==> src/rtl/regfile_sched_pkg.sv <==
// rtl/regfile_sched_pkg.sv - shared widths and FSM state for the register-file port scheduler
//
// Purpose : default warp/register index widths and the scheduler state encoding.
// Contents: WARP_W, ADDR_W (default geometry), sched_state_e {ST_INIT, ST_RUN}.

package regfile_sched_pkg;

    localparam int WARP_W = $clog2(8);
    localparam int ADDR_W = $clog2(32);

    typedef enum logic {
        ST_INIT = 1'b0,
        ST_RUN  = 1'b1
    } sched_state_e;

endpackage

==> src/rtl/rr_arbiter.sv <==
// rtl/rr_arbiter.sv - round-robin one-hot grant over N requesters
//
// Purpose : picks the first requester that is also eligible, searching upward
//           from ptr_i and wrapping at N-1.
// Ports   : req_i    [N]  request vector
//           elig_i   [N]  eligibility mask (ANDed with req_i)
//           ptr_i    [PW] search start index
//           grant_o  [N]  one-hot grant, zero when no eligible request

module rr_arbiter #(
    parameter  int N  = 8,
    localparam int PW = (N > 1) ? $clog2(N) : 1
) (
    input  logic [N-1:0]  req_i,
    input  logic [N-1:0]  elig_i,
    input  logic [PW-1:0] ptr_i,
    output logic [N-1:0]  grant_o
);

    logic [N-1:0]  cand;
    logic [PW-1:0] idx;
    logic          found;

    assign cand = req_i & elig_i;

    always_comb begin
        grant_o = '0;
        found   = 1'b0;
        idx     = '0;
        for (int i = 0; i < N; i++) begin
            idx = PW'((int'(ptr_i) + i) % N);
            if (!found && cand[idx]) begin
                grant_o[idx] = 1'b1;
                found        = 1'b1;
            end
        end
    end

endmodule

==> src/rtl/regfile_port_scheduler.sv <==
// rtl/regfile_port_scheduler.sv - clears and then arbitrates the ports of a per-warp register block
//
// Purpose : after reset, sweeps every {warp,reg} writing zero on all lanes; then
//           each cycle accepts writeback (priority) plus at most one warp's
//           two-operand read. All register_block inputs come from flops.
// Ports   : clk, rst                      clock, synchronous active-high reset
//           rd_req_valid/ready [NUM_WARPS] per-warp read request / one-hot grant
//           rd_req_src0/src1/mask         packed per-warp operands and lane mask
//           wb_valid/ready, wb_warp, wb_addr, wb_mask, wb_data   writeback request
//           rb_*                          register_block controls and write data
//           rsp_valid, rsp_warp           rdata valid this cycle and its owner
//           init_done                     clear sweep finished (sticky)

module regfile_port_scheduler
    import regfile_sched_pkg::*;
#(
    parameter  int NUM_WARPS = 1 << WARP_W,
    parameter  int NUM_LANES = 8,
    parameter  int NUM_REGS  = 1 << ADDR_W,
    parameter  int DATA_W    = 64,
    localparam int WB        = (NUM_WARPS > 1) ? $clog2(NUM_WARPS) : 1,
    localparam int AB        = (NUM_REGS > 1) ? $clog2(NUM_REGS) : 1
) (
    input  logic                        clk,
    input  logic                        rst,
    input  logic [NUM_WARPS-1:0]        rd_req_valid,
    output logic [NUM_WARPS-1:0]        rd_req_ready,
    input  logic [NUM_WARPS*AB-1:0]     rd_req_src0,
    input  logic [NUM_WARPS*AB-1:0]     rd_req_src1,
    input  logic [NUM_WARPS*NUM_LANES-1:0] rd_req_mask,
    input  logic                        wb_valid,
    output logic                        wb_ready,
    input  logic [WB-1:0]               wb_warp,
    input  logic [AB-1:0]               wb_addr,
    input  logic [NUM_LANES-1:0]        wb_mask,
    input  logic [NUM_LANES*DATA_W-1:0] wb_data,
    output logic [WB-1:0]               rb_warp_selector,
    output logic [NUM_LANES-1:0]        rb_read_en_0,
    output logic [NUM_LANES-1:0]        rb_read_en_1,
    output logic [AB-1:0]               rb_raddr_0,
    output logic [AB-1:0]               rb_raddr_1,
    output logic [NUM_LANES-1:0]        rb_write_en,
    output logic [AB-1:0]               rb_waddr,
    output logic [NUM_LANES*DATA_W-1:0] rb_wdata,
    output logic                        rsp_valid,
    output logic [WB-1:0]               rsp_warp,
    output logic                        init_done
);

    localparam logic [WB-1:0] LAST_WARP = WB'(NUM_WARPS - 1);
    localparam logic [AB-1:0] LAST_REG  = AB'(NUM_REGS - 1);

    sched_state_e                state_q;
    logic [WB-1:0]               init_warp_q;
    logic [AB-1:0]               init_reg_q;
    logic [WB-1:0]               rr_ptr_q, rr_ptr_d;

    logic [WB-1:0]               warp_sel_q;
    logic [NUM_LANES-1:0]        rd_en0_q, rd_en1_q, wr_en_q;
    logic [AB-1:0]               raddr0_q, raddr1_q, waddr_q;
    logic [NUM_LANES*DATA_W-1:0] wdata_q;
    logic                        rsp_valid_q, init_done_q;
    logic [WB-1:0]               rsp_warp_q;

    logic                        running;
    logic [AB-1:0]               wb_src0, wb_src1;
    logic                        hazard;
    logic [NUM_WARPS-1:0]        elig, grant;
    logic [WB-1:0]               gnt_idx;
    logic                        rd_fire;
    logic [AB-1:0]               gnt_src0, gnt_src1;
    logic [NUM_LANES-1:0]        gnt_mask;

    assign running  = (state_q == ST_RUN);
    assign wb_ready = running;

    // A read of the register being written this cycle would see stale data,
    // since the write only lands one cycle after the read is issued.
    assign wb_src0 = rd_req_src0[wb_warp*AB +: AB];
    assign wb_src1 = rd_req_src1[wb_warp*AB +: AB];
    assign hazard  = (wb_src0 == wb_addr) || (wb_src1 == wb_addr);

    // Writeback shares the single warp selector, so under wb_valid only the
    // writeback's own warp can read alongside it.
    always_comb begin
        elig = '0;
        if (running) begin
            if (wb_valid) begin
                if (!hazard) elig[wb_warp] = 1'b1;
            end else begin
                elig = '1;
            end
        end
    end

    rr_arbiter #(.N(NUM_WARPS)) u_rr_arbiter (
        .req_i   (rd_req_valid),
        .elig_i  (elig),
        .ptr_i   (rr_ptr_q),
        .grant_o (grant)
    );

    assign rd_req_ready = grant;
    assign rd_fire      = |grant;

    always_comb begin
        gnt_idx = '0;
        for (int w = 0; w < NUM_WARPS; w++) begin
            if (grant[w]) gnt_idx = WB'(w);
        end
    end

    assign gnt_src0 = rd_req_src0[gnt_idx*AB +: AB];
    assign gnt_src1 = rd_req_src1[gnt_idx*AB +: AB];
    assign gnt_mask = rd_req_mask[gnt_idx*NUM_LANES +: NUM_LANES];

    // Pointer only advances on a genuine round-robin decision.
    always_comb begin
        rr_ptr_d = rr_ptr_q;
        if (rd_fire && !wb_valid) begin
            rr_ptr_d = (gnt_idx == LAST_WARP) ? '0 : gnt_idx + 1'b1;
        end
    end

    always_ff @(posedge clk) begin
        if (rst) begin
            state_q     <= ST_INIT;
            init_warp_q <= '0;
            init_reg_q  <= '0;
            rr_ptr_q    <= '0;
            warp_sel_q  <= '0;
            rd_en0_q    <= '0;
            rd_en1_q    <= '0;
            wr_en_q     <= '0;
            raddr0_q    <= '0;
            raddr1_q    <= '0;
            waddr_q     <= '0;
            wdata_q     <= '0;
            rsp_valid_q <= 1'b0;
            rsp_warp_q  <= '0;
            init_done_q <= 1'b0;
        end else if (state_q == ST_INIT) begin
            warp_sel_q  <= init_warp_q;
            waddr_q     <= init_reg_q;
            wr_en_q     <= '1;
            wdata_q     <= '0;
            rd_en0_q    <= '0;
            rd_en1_q    <= '0;
            rsp_valid_q <= 1'b0;
            if (init_reg_q == LAST_REG) begin
                init_reg_q <= '0;
                if (init_warp_q == LAST_WARP) begin
                    state_q     <= ST_RUN;
                    init_done_q <= 1'b1;
                end else begin
                    init_warp_q <= init_warp_q + 1'b1;
                end
            end else begin
                init_reg_q <= init_reg_q + 1'b1;
            end
        end else begin
            rr_ptr_q <= rr_ptr_d;
            wr_en_q  <= wb_valid ? wb_mask : '0;
            if (wb_valid) begin
                waddr_q    <= wb_addr;
                wdata_q    <= wb_data;
                warp_sel_q <= wb_warp;
            end
            if (rd_fire) begin
                rd_en0_q    <= gnt_mask;
                rd_en1_q    <= gnt_mask;
                raddr0_q    <= gnt_src0;
                raddr1_q    <= gnt_src1;
                warp_sel_q  <= gnt_idx;
                rsp_valid_q <= 1'b1;
                rsp_warp_q  <= gnt_idx;
            end else begin
                rd_en0_q    <= '0;
                rd_en1_q    <= '0;
                rsp_valid_q <= 1'b0;
            end
        end
    end

    assign rb_warp_selector = warp_sel_q;
    assign rb_read_en_0     = rd_en0_q;
    assign rb_read_en_1     = rd_en1_q;
    assign rb_raddr_0       = raddr0_q;
    assign rb_raddr_1       = raddr1_q;
    assign rb_write_en      = wr_en_q;
    assign rb_waddr         = waddr_q;
    assign rb_wdata         = wdata_q;
    assign rsp_valid        = rsp_valid_q;
    assign rsp_warp         = rsp_warp_q;
    assign init_done        = init_done_q;

endmodule

==> config.mk <==
export PLATFORM = sky130hd
export DESIGN_NAME = regfile_port_scheduler
export DESIGN_NICKNAME = d
export VERILOG_FILES = /design/src/rtl/regfile_sched_pkg.sv /design/src/rtl/rr_arbiter.sv /design/src/rtl/regfile_port_scheduler.sv
export SDC_FILE = /design/constraint.sdc
export NUM_CORES = 1
export LEC_CHECK = 0
export BUFFER_PORTS_ARGS = -buffer_cell sky130_fd_sc_hd__buf_2
export CAP_MARGIN = 20
export CORE_AREA = 5 5 488 490
export DETAILED_ROUTE_END_ITERATION = 12
export DIE_AREA = 0 0 493 495
export GPL_ROUTABILITY_DRIVEN = 1
export GPL_TIMING_DRIVEN = 0
export SYNTH_ARGS = -nofsm -noshare
export SYNTH_HDL_FRONTEND = slang
export SYNTH_SLANG_ARGS = --single-unit
==> constraint.sdc <==
create_clock -name clk -period 6.1 [get_ports clk]
set_clock_uncertainty 0.2 [all_clocks]
set_input_delay 0.915 -clock clk [delete_from_list [all_inputs] [get_ports clk]]
set_output_delay 0.915 -clock clk [all_outputs]
set_load 0.01 [all_outputs]
==> results_dict.tcl <==
set metrics [dict create \
    cpMostUsedCell "buf_12" \
    synthDistinctLibCells 86 \
    wl_per_cell_um 33.35 \
    final_antenna_net_count 0 \
    crit_fanout 19 \
    io_buffers 1247 \
    leakage_nw 17.28 \
    fin_crit_sh_pct 98.68 \
    crit_type "input port to flop" \
    die_area_um2 244000 \
    syn2layout_area_growth_pct 57.16 \
    grt_pass1_vias 24990 \
    grt_usage_pct 18.08 \
    drive_gt1_share_pct 40.48 \
    fin_crit_ns 6.019 \
    syn_nets 3098 \
    vias_per_cell 3.686 \
    cts_hold_buf 0 \
    gp_congestion 0.9969 \
    cts_tree "built" \
    clk_pin_slew_ns 0.07 \
    drt_iter0_drc 1751 \
    final_common_cell "buf_2" \
    clkPwrFrac_pct 33.6 \
    fillerInstances 26520 \
    path_buf_inv 7 \
    synth-seq-cells 563 \
    netlist_instances 2403 \
    vias 25530 \
    power_frac_seq_pct 27.4 \
    dpl.hpwl_um 206400 \
    async_reset_ff_share_pct 0 \
    tightestPinTransition_ns 1.112 \
    p_comb_share_pct 39.0 \
    sw_frac_of_total_pct 38.12 \
    vdd_ir_drop_max_uv 402.6 \
    cap_violations 0 \
    cellInternalPower_mw 8.638 \
    design_area_um2 37400 \
    p_sw_mw 5.321 \
    die_w_um 493 \
    powerDensity_nw_per_um2 373.2 \
    cts_max_level 3 \
    syn_area_um2 23800 \
    seq_area_frac_synth_pct 47.36 \
    layout_common_cells "1,250 x buf_2, 613 x mux2i_1, 568 x nor2_1, 563 x dfxtp_1, 148 x clkbuf_1" \
    nets 4451 \
    clock-sinks 563 \
    grt_max_degree 13 \
    rows 178 \
    hold_violations 0 \
    slew_headroom_pct 25.87 \
    hold_path.class "input port to flop" \
    synth-edff-count 0 \
    setup_viol 0 \
    cp-end-kind "flop" \
    status "completed" \
    cpPeakStageDelay_ns 0.58 \
    multiInputGateArea_um2 12100 \
    synth_ff_type "dfxtp_1" \
    coreArea_um2 233600 \
    slew_violations 0 \
    crit_chain "clkbuf_4, buf_12, buf_12, mux4_2, a22oi_2, xnor2_2, nand4bb_4, buf_12, nand3_4, a311oi_2, o32ai_4, and3_1, and3_1, or4_4, or4_4, buf_6, buf_6, buf_8, ha_2, ha_2, or4_1, a21oi_1" \
    drcViolationCount 0 \
    ys_warn_count 0 \
    grt_pass1_wl_um 283700 \
    cts-root-buf "clkbuf_16" \
    rsz0062_at_grt "true" \
    initial_core_util_pct 10.19 \
    register_area_um2 11270 \
    io_pins 1251 \
    placed_area_um2 34060 \
    timing.final.ws_setup_ns 0.08066 \
    cp.required_ns 6.54 \
    die_h_um 495 \
    numCtsBuffers 74 \
    clk_latency_ns 0.70 \
    max_freq_ghz 0.1661 \
    clock_path_buffers 3 \
    overflow 0 \
    first_pass_iters 7 \
    dp_cells 6712 \
    dp_slack_ns -1.939 \
    slowest_stage "or4_4" \
    worstSetupStartpointType "input port" \
    routed_wl_um 231000 \
    crit_arrival_ns 6.46 \
    antenna_found_initial 250 \
    avgSynthCellArea_um2 9.903 \
    layout.cells.non_filler 6926 \
    critPathTopFamily "simple AND/OR/NAND/NOR gates" \
]
-- synth_stat cells, drive strengths merged, types with 4 or more instances --
| master | n | share of area, % |
|---|---|---|
| a311oi | 5 | 0.18 |
| a211oi | 7 | 0.22 |
| a31oi | 9 | 0.24 |
| mux2 | 16 | 0.76 |
| o211ai | 8 | 0.25 |
| a221oi | 5 | 0.21 |
| nand3 | 28 | 0.59 |
| nand4 | 14 | 0.37 |
| ha | 12 | 0.63 |
| xnor2 | 10 | 0.40 |
| buf | 32 | 1.0 |
| o21ai | 14 | 0.29 |
| o22ai | 5 | 0.13 |
| and3 | 21 | 0.55 |
| a2bb2oi | 9 | 0.33 |
| a22oi | 23 | 0.73 |
| o221ai | 6 | 0.22 |
| and2 | 7 | 0.18 |
| a32oi | 4 | 0.15 |
| or4 | 4 | 0.14 |
| o31ai | 6 | 0.25 |
| clkbuf | 149 | 2.4 |
| o32a | 6 | 0.25 |
| nand2 | 55 | 0.88 |
| a31o | 5 | 0.18 |
| dfxtp | 563 | 47 |
| mux2i | 613 | 26 |
| nor2b | 10 | 0.26 |
| xor2 | 4 | 0.15 |
| inv | 19 | 0.30 |
| o2111a | 10 | 0.47 |
| nor3 | 21 | 0.46 |
| a21oi | 63 | 1.3 |
| nor2 | 574 | 9.1 |
| mux4 | 12 | 1.1 |
| o32ai | 5 | 0.29 |
-- cells by family after synthesis --
kind of cell               Yosys count  synth area share [%]
AOI/OAI and AO/OA                  216                 6.740
xor gates and xnor gates            14                0.5468
adders and majority gates           12                0.6309
buffers and inverters              201                 3.665
DFF                                563                 47.36
muxes                              641                 27.68
and+or+nand+nor                    756                 13.38
-- layout make-up --
class / count / area share [%]
diodes: 57 / 0.3814
plain buffers: 179 / 2.312
clock buffers: 101 / 5.627
clock inverters: 28 / 1.161
inverters: 20 / 0.2174
multi-input cells: 1639 / 32.35
flip-flops and latches: 563 / 30.14
well taps: 3060 / 10.24
repair buffers: 1279 / 17.58
-- sequential cells by signal, indices dropped and copies added (netlist names) --
signal,count
wb_ready,1
rb_wdata,512
rb_warp_selector,3
rb_waddr,5
rb_raddr_0,5
init_reg_q,5
rb_read_en_1,8
rr_ptr_q,3
rsp_valid,1
rb_raddr_1,5
init_done,1
rsp_warp,3
init_warp_q,3
rb_write_en,8
-- layer usage --
metal | GRT usage [%] | share of wire [%] | vias to the layer above
met3 | 13.11 | 16 | 520
met2 | 28.94 | 45 | 1536
met5 | 0 | 0.67 | -
met4 | 5.864 | 3.7 | 230
li1 | - | - | 11200
met1 | 18.53 | 35 | 12040
-- per-stage QoR --
stage | power [mW] | hold slack, ns | util [%] | TNS [ns]
after floorplan | 7.025 | 0.2712 | - | 0
after global placement | 9.001 | 0.2563 | 14.56 | -48.80
after detailed placement | 9.000 | 0.2552 | 14.58 | -46.51
after CTS | 13.98 | 0.1311 | 15.75 | 0
after global routing | 14.58 | 0.1937 | 15.97 | -0.07021
final | 13.96 | 0.2339 | 16.01 | 0
-- worst register-to-register path, cell delays in order (launching register included) --
cell and delay, ns:
dfxtp_1 0.44, buf_2 0.40, inv_1 0.20, ha_1 0.43, clkbuf_2 0.33, mux2i_1 0.21
o21ai_0 0.15, o32ai_4 0.44, buf_6 0.16, buf_12 0.10, nor4bb_1 0.04, o21a_1 0.21
a2111o_2 0.43, buf_4 0.17, nor4_4 0.44, inv_1 0.34, nor3_4 0.60, a22oi_1 0.18
o2111a_1 0.19
-- repair_timing --
| item | CTS | global route |
|---|---|---|
| setup buffers | 3 | 25 |
| endpoints found under the setup margin | 36 | 26 |
| resized for setup | 38 | 51 |
| cloned | 0 | 1 |
| pin swaps | 5 | 24 |
-- path summary, 6_finish.rpt --
check / startpoint / end / slack, ns / cells past startpoint
setup reg to reg: rr_ptr_q[2] / rb_raddr_1[4] / 0.31 / 18
hold / removal: wb_data[362] / rb_wdata[362] / 0.23 / 3
setup / recovery: wb_warp[0] / rr_ptr_q[0] / 0.08 / 22
hold reg to reg: rsp_warp[1] / rsp_warp[1] / 0.27 / 2
-- power by group through the flow --
stage                     logic, mW  clock network, mW  registers, mW
after global routing           5.78               4.98           3.83
after global placement         5.10                  0           3.90
after floorplan                3.12                  0           3.90
after detailed placement       5.10                  0           3.90
after CTS                      5.26               4.89           3.82
final                          5.45               4.69           3.83
No activity file was read; power rests on OpenSTA's default activity.
